File: src/rtl/remote_comm_pkg.sv
// Shared types and constants for the quadcopter host link.
// Optional RX synchronizer selected by REMOTE_COMM_RX_SYNC_EN.
package remote_comm_pkg;

   typedef enum logic [1:0] {
      S_IDLE,
      S_HIGH,
      S_MID,
      S_LOW
   } send_state_t;

   typedef enum logic [1:0] {
      RX_IDLE,
      RX_START,
      RX_DATA,
      RX_STOP
   } rx_state_t;

   localparam int         DEF_BAUD_DIV = 2604;
   localparam logic [7:0] ACK          = 8'hA5;
   localparam int         FRAME_BITS   = 10;

endpackage

File: src/rtl/remote_comm_uart.sv
// 8N1 UART: back-to-back capable TX serializer and RX deserializer.
// Define REMOTE_COMM_RX_SYNC_EN to add a 2-flop RX synchronizer.
module remote_comm_uart
   import remote_comm_pkg::*;
#(
   parameter int BAUD_DIV = DEF_BAUD_DIV
) (
   input  logic       clk,
   input  logic       rst,
   input  logic       tx_start,
   input  logic [7:0] tx_data,
   output logic       tx,
   output logic       tx_done,
   input  logic       rx,
   input  logic       clr_rdy,
   output logic       rx_rdy,
   output logic [7:0] rx_data
);

   localparam logic [15:0] LAST     = 16'(BAUD_DIV - 1);
   localparam logic [15:0] HALF     = 16'(BAUD_DIV / 2 - 1);
   localparam logic [3:0]  STOP_BIT = 4'(FRAME_BITS - 1);

   logic [15:0] tx_cnt;
   logic [3:0]  tx_bit;
   logic [8:0]  tx_sh;
   logic        tx_busy;
   logic        tx_load;

   rx_state_t   rx_state;
   logic [15:0] rx_cnt;
   logic [2:0]  rx_bit;
   logic [7:0]  rx_sh;
   logic        rx_in;
   logic        rx_prev;
   logic        rx_fall;
   logic        rx_set;
   logic        rx_clr;

`ifdef REMOTE_COMM_RX_SYNC_EN
   logic [1:0] rx_sync;

   always_ff @(posedge clk or posedge rst) begin
      if (rst) rx_sync <= 2'b11;
      else     rx_sync <= {rx_sync[0], rx};
   end

   assign rx_in = rx_sync[1];
`else
   assign rx_in = rx;
`endif

   // Done is combinational so the next frame can start with no idle gap
   assign tx_done = tx_busy && (tx_bit == STOP_BIT) && (tx_cnt == LAST);
   assign tx_load = tx_start && (!tx_busy || tx_done);

   always_ff @(posedge clk or posedge rst) begin
      if (rst) begin
         tx      <= 1'b1;
         tx_busy <= 1'b0;
         tx_cnt  <= '0;
         tx_bit  <= '0;
         tx_sh   <= '1;
      end else if (tx_load) begin
         tx      <= 1'b0;
         tx_busy <= 1'b1;
         tx_cnt  <= '0;
         tx_bit  <= '0;
         tx_sh   <= {1'b1, tx_data};
      end else if (tx_busy) begin
         if (tx_cnt == LAST) begin
            tx_cnt <= '0;
            if (tx_done) begin
               tx_busy <= 1'b0;
               tx      <= 1'b1;
            end else begin
               tx_bit <= tx_bit + 4'd1;
               tx     <= tx_sh[0];
               tx_sh  <= {1'b1, tx_sh[8:1]};
            end
         end else begin
            tx_cnt <= tx_cnt + 16'd1;
         end
      end
   end

   assign rx_fall = (rx_state == RX_IDLE) && rx_prev && !rx_in;
   assign rx_set  = (rx_state == RX_STOP) && (rx_cnt == LAST);
   assign rx_clr  = clr_rdy || rx_fall;

   always_ff @(posedge clk or posedge rst) begin
      if (rst) begin
         rx_state <= RX_IDLE;
         rx_cnt   <= '0;
         rx_bit   <= '0;
         rx_sh    <= '0;
         rx_data  <= '0;
         rx_rdy   <= 1'b0;
         rx_prev  <= 1'b1;
      end else begin
         rx_prev <= rx_in;
         rx_rdy  <= rx_set || (rx_rdy && !rx_clr);
         unique case (rx_state)
            RX_IDLE: begin
               if (rx_fall) begin
                  rx_state <= RX_START;
                  rx_cnt   <= '0;
               end
            end
            RX_START: begin
               if (rx_cnt == HALF) begin
                  rx_cnt   <= '0;
                  rx_bit   <= '0;
                  rx_state <= rx_in ? RX_IDLE : RX_DATA;
               end else begin
                  rx_cnt <= rx_cnt + 16'd1;
               end
            end
            RX_DATA: begin
               if (rx_cnt == LAST) begin
                  rx_cnt <= '0;
                  rx_sh  <= {rx_in, rx_sh[7:1]};
                  rx_bit <= rx_bit + 3'd1;
                  if (rx_bit == 3'd7) rx_state <= RX_STOP;
               end else begin
                  rx_cnt <= rx_cnt + 16'd1;
               end
            end
            RX_STOP: begin
               if (rx_cnt == LAST) begin
                  rx_cnt   <= '0;
                  rx_data  <= rx_sh;
                  rx_state <= RX_IDLE;
               end else begin
                  rx_cnt <= rx_cnt + 16'd1;
               end
            end
            default: rx_state <= RX_IDLE;
         endcase
      end
   end

endmodule

File: src/rtl/remote_comm.sv
// Host command transmitter (cmd, data hi, data lo) and response receiver.
// RX synchronizer is enabled by defining REMOTE_COMM_RX_SYNC_EN.
module remote_comm
   import remote_comm_pkg::*;
#(
   parameter int BAUD_DIV = DEF_BAUD_DIV
) (
   input  logic        clk,
   input  logic        rst,
   input  logic        RX,
   output logic        TX,
   input  logic [7:0]  cmd,
   input  logic [15:0] data,
   input  logic        send_cmd,
   output logic        cmd_sent,
   output logic [7:0]  resp,
   output logic        resp_rdy,
   input  logic        clr_resp_rdy
);

   send_state_t state;
   send_state_t state_nxt;
   logic [15:0] shadow;
   logic        accept;
   logic        tx_start;
   logic        tx_done;
   logic [7:0]  tx_data;

   assign accept = (state == S_IDLE) && send_cmd;

   always_ff @(posedge clk or posedge rst) begin
      if (rst) state <= S_IDLE;
      else     state <= state_nxt;
   end

   // The cmd byte goes straight to the serializer; only data needs holding
   always_ff @(posedge clk or posedge rst) begin
      if (rst) begin
         shadow   <= '0;
         cmd_sent <= 1'b0;
      end else if (accept) begin
         shadow   <= data;
         cmd_sent <= 1'b0;
      end else if (state == S_LOW && tx_done) begin
         cmd_sent <= 1'b1;
      end
   end

   always_comb begin
      state_nxt = state;
      unique case (state)
         S_IDLE:  if (send_cmd) state_nxt = S_HIGH;
         S_HIGH:  if (tx_done)  state_nxt = S_MID;
         S_MID:   if (tx_done)  state_nxt = S_LOW;
         S_LOW:   if (tx_done)  state_nxt = S_IDLE;
         default: state_nxt = S_IDLE;
      endcase
   end

   always_comb begin
      tx_start = 1'b0;
      tx_data  = cmd;
      unique case (state)
         S_IDLE: begin
            tx_start = send_cmd;
            tx_data  = cmd;
         end
         S_HIGH: begin
            tx_start = tx_done;
            tx_data  = shadow[15:8];
         end
         S_MID: begin
            tx_start = tx_done;
            tx_data  = shadow[7:0];
         end
         default: begin
            tx_start = 1'b0;
            tx_data  = cmd;
         end
      endcase
   end

   remote_comm_uart #(
      .BAUD_DIV(BAUD_DIV)
   ) u_uart (
      .clk     (clk),
      .rst     (rst),
      .tx_start(tx_start),
      .tx_data (tx_data),
      .tx      (TX),
      .tx_done (tx_done),
      .rx      (RX),
      .clr_rdy (clr_resp_rdy),
      .rx_rdy  (resp_rdy),
      .rx_data (resp)
   );

endmodule

File: config.mk
export PLATFORM = sky130hd
export DESIGN_NAME = remote_comm
export DESIGN_NICKNAME = d
export VERILOG_FILES = /design/src/rtl/remote_comm_pkg.sv /design/src/rtl/remote_comm_uart.sv /design/src/rtl/remote_comm.sv
export SDC_FILE = /design/constraint.sdc
export NUM_CORES = 1
export LEC_CHECK = 0
export CAP_MARGIN = 5
export CORE_AREA = 2 2 100 102
export DETAILED_ROUTE_END_ITERATION = 6
export DIE_AREA = 0 0 102 104
export PLACE_DENSITY_LB_ADDON = 0.2
export SYNTH_ARGS = -nofsm -noshare
export SYNTH_HDL_FRONTEND = slang
export SYNTH_HIERARCHICAL = 1
export SYNTH_SLANG_ARGS = --single-unit
File: constraint.sdc
create_clock -name clk -period 4.1 [get_ports clk]
set_clock_uncertainty 0.15 [all_clocks]
set_input_delay 0.82 -clock clk [delete_from_list [all_inputs] [get_ports clk]]
set_output_delay 0.82 -clock clk [all_outputs]
set_load 0.03 [all_outputs]
==> metrics.md <==
| Metric | Value |
|---|---|
| Status | `finished, final reports clean` |
| Synth Warn # | `6` |
| Setup Fix Bufs, Post-CTS | `0` |
| R2R depth | `13` |
| CP required | `4200 ps` |
| Max_cap viols | `0` |
| Grt ovf | `0` |
| Die width | `102 um` |
| Post-synthesis sequential area ratio | `49.2%` |
| Final Slew Violations | `0` |
| I/O Buffers | `39` |
| H-Tree Depth | `3` |
| Non-filler instance count after layout | `594` |
| Hold depth | `1` |
| I/O Pins | `40` |
| Hold Crit Start | `u_uart/rx_cnt[15]` |
| Critical path buffers and inverters | `1` |
| Top FF cell, synth | `dfrtp_1` |
| CP max stage delay | `520 ps` |
| Hold Crit Class | `reg -> reg` |
| Syn nets | `461` |
| Peak Freq | `284 MHz` |
| Diodes inserted | `0` |
| Routed len/inst | `14.7 um` |
| Register-to-register setup slack | `580 ps` |
| Crit Path Max Fanout | `13` |
| Largest net degree at the start of global routing | `70` |
| WS Path Type | `reg -> reg` |
| Vias in the first global route | `3176` |
| Placement row count | `36` |
| First-pass iteration count of the detailed router | `4` |
| Remaining antenna violation count after routing | `0` |
| Num CTS Buffers | `9` |
| TritonCTS clock tree | `yes` |
| Power Total | `1.53 mW` |
| Placed inst area | `0.00499 sq mm` |
| Pre-CTS setup slack | `660 ps` |
| Arrival @ worst endpoint | `3620 ps` |
| Post-synth cell types | `53` |
| PwrDens | `295 mW/mm^2` |
| Mapped Avg Cell Area | `10.7 sq um` |
| Final period util | `85.9%` |
| Total GRT Usage | `17.5%` |
| CTS root buffer | `clkbuf_8` |
| Worst setup EP type | `flop` |
| Hold_ws | `339 ps` |
| VDD IR max | `156 uV` |
| CP startpoint kind | `flop` |
| Slew headroom | `42.4%` |
| Async SR Flop Fraction | `100%` |
| Longest Clk Path Bufs | `2` |
| Clock latency on the worst-skew pair | `360 ps` |
| Mapped Cells | `419` |
| Total clock sinks | `88` |
| Crit-path cells | `ha_1, nor4bb_1, and4_1, nand2_1, nor2_1, nand2_1, a21oi_1, buf_4, o21ai_0, nor2_1, and3_1, xnor2_1, nor2_1` |
| Slowest library cell on the worst path | `and4_1` |
| Drt drc | `0` |
| Cell mode on critical path | `nor2_1` |
| Effective utilization at floorplan | `47.1%` |
| Share of cells above drive strength 1 | `16.1%` |
| Nets | `498` |
| Final hold vios | `0` |
| Util after Layout | `54.4%` |
| CP top delay family | `simple AND/OR/NAND/NOR gates` |
| Syn-to-layout area delta | `15.4%` |
| Actual slew at the worst max-slew pin | `864 ps` |
| Worst flop-to-flop path startpoint | `u_uart/tx_cnt[0]` |
| Post-Synthesis Cell Area | `0.00450 sq mm` |
| RSZ-0062 raised after global routing | `no` |
| Static Leak | `2.37 nW` |
| Dpl hpwl | `6000 um` |
| Die area | `0.0106 sq mm` |
| Worst-path clk slew | `90 ps` |
| Routed vias/inst | `5.46` |
| DIE HEIGHT | `104 um` |
| Worst setup margin | `578 ps` |
| Yosys reg bits | `88` |
| Antenna violations before repair | `0` |
| Via count | `3243` |
| RR Endpoint | `u_uart/tx_cnt[7]` |
| Core area | `0.00955 sq mm` |
| Final Critical Period | `3520 ps` |
| TNS Setup | `0 ps` |
| Fin area | `0.00519 sq mm` |
| Endpoint, Worst Hold | `u_uart/rx_cnt[15]` |
| # hold bufs at CTS | `0` |
| Setup violators final | `0` |
| Initial DRC Count | `121` |
| CTS resizes | `0` |
| Post-synth EDFFs | `0` |
| First-pass GRT wire length | `14900 um` |
| Total wire length | `8720 um` |
| GPL Wtd Cong | `0.807` |
| Placed Cells | `578` |
[registers in the layout (all words and copies together), names as in the netlist, 2 cells and up, named ones only]
register        cells
u_uart/rx_data      8
u_uart/rx_bit       3
u_uart/tx_bit       4
u_uart/rx_sh        8
u_uart/tx_cnt      16
shadow             16
state               2
u_uart/rx_cnt      16
u_uart/tx_sh        8
[report_power, final]
part           internal (mW)  total, mW  switching (mW)
registers              0.868      0.869        0.000177
logic                 0.0247     0.0466          0.0218
clock network          0.287      0.615           0.328
[cell usage in the layout (no fill, tap or decap), drive strengths merged, types with 2 or more instances in the layout]
master and count:
o221a 7, and4 5, and3 12, a31oi 11, a221o 2, a41oi 4
dfstp 10, clkinv 3, dfrtp 78, nand3 9, inv 14, clkdlybuf4s50 39
nor2 38, nor2b 4, nand4 5, nor3 9, xnor2 8, nor4bb 3
a21oi 20, ha 13, nand2b 7, nand2 40, nor4b 2, a22oi 9
a22o 4, o21ai 25, clkbuf 9, mux2i 3, buf 4, a21boi 2
xor2 8, mux2 34, o22ai 4
[worst max path at each step]
stage                          start           endpoint  slack, ps  cells after the start
finish              u_uart/tx_cnt[0]   u_uart/tx_cnt[7]        580                     13
global route        u_uart/tx_cnt[0]  u_uart/tx_cnt[11]        170                     13
CTS                 u_uart/tx_cnt[0]   u_uart/tx_cnt[7]        600                     13
detailed placement  u_uart/tx_cnt[0]   u_uart/tx_cnt[7]        660                     13
global placement    u_uart/tx_cnt[0]   u_uart/tx_cnt[7]        750                     13
floorplan           u_uart/tx_cnt[0]   u_uart/tx_cnt[7]        790                     14
[per-layer routing]
metal  vias up  wire [um]  track usage (%)
met5         -          0                0
met4         0         25             4.57
met3         2        302             4.64
met2        52       4150             27.5
met1      1585       4240             23.9
li1       1604          -                -
[cells by family after synthesis]
family	share of synthesized area, %
flip-flops	49.2
buffers and inverters	3.25
AO/OA/AOI/OAI	13.6
AND/OR/NAND/NOR	17.2
multiplexers	10.0
XOR/XNOR	3.11
adder cells (fa/ha/maj)	3.62
[synth_stat cells (all sizes together) (2+ instances only)]
| cell type | count | area share [%] |
|---|---|---|
| nor2 | 38 | 3.2 |
| nor4bb | 3 | 0.67 |
| and3 | 12 | 1.7 |
| inv | 12 | 1.0 |
| buf | 8 | 1.5 |
| a41oi | 4 | 0.78 |
| a21boi | 2 | 0.33 |
| nor2b | 4 | 0.56 |
| nand3 | 9 | 1.0 |
| dfrtp | 78 | 43 |
| xnor2 | 8 | 1.6 |
| o221a | 7 | 1.8 |
| nand2 | 40 | 3.6 |
| and4 | 5 | 0.97 |
| nor3 | 9 | 1.3 |
| o21ai | 25 | 2.8 |
| nor4b | 2 | 0.39 |
| a221o | 2 | 0.44 |
| a21oi | 20 | 2.2 |
| mux2 | 34 | 9.3 |
| a31oi | 11 | 1.5 |
| clkbuf | 9 | 0.75 |
| dfstp | 10 | 5.8 |
| ha | 13 | 3.6 |
| o22ai | 4 | 0.70 |
| nand4 | 5 | 0.70 |
| nand2b | 7 | 0.97 |
| mux2i | 3 | 0.67 |
| xor2 | 8 | 1.6 |
| a22oi | 9 | 1.5 |
| a22o | 4 | 0.78 |
[layout make-up]
cell class	count	area [sq um]
repair buffers	43	420
fillers	871	4360
multi-input cells	302	2140
clock inverters	7	77.6
clock buffers	9	124
flip-flops and latches	88	2210
inverters	12	45.0
well taps	133	166
(Power assumes the default switching activity.)
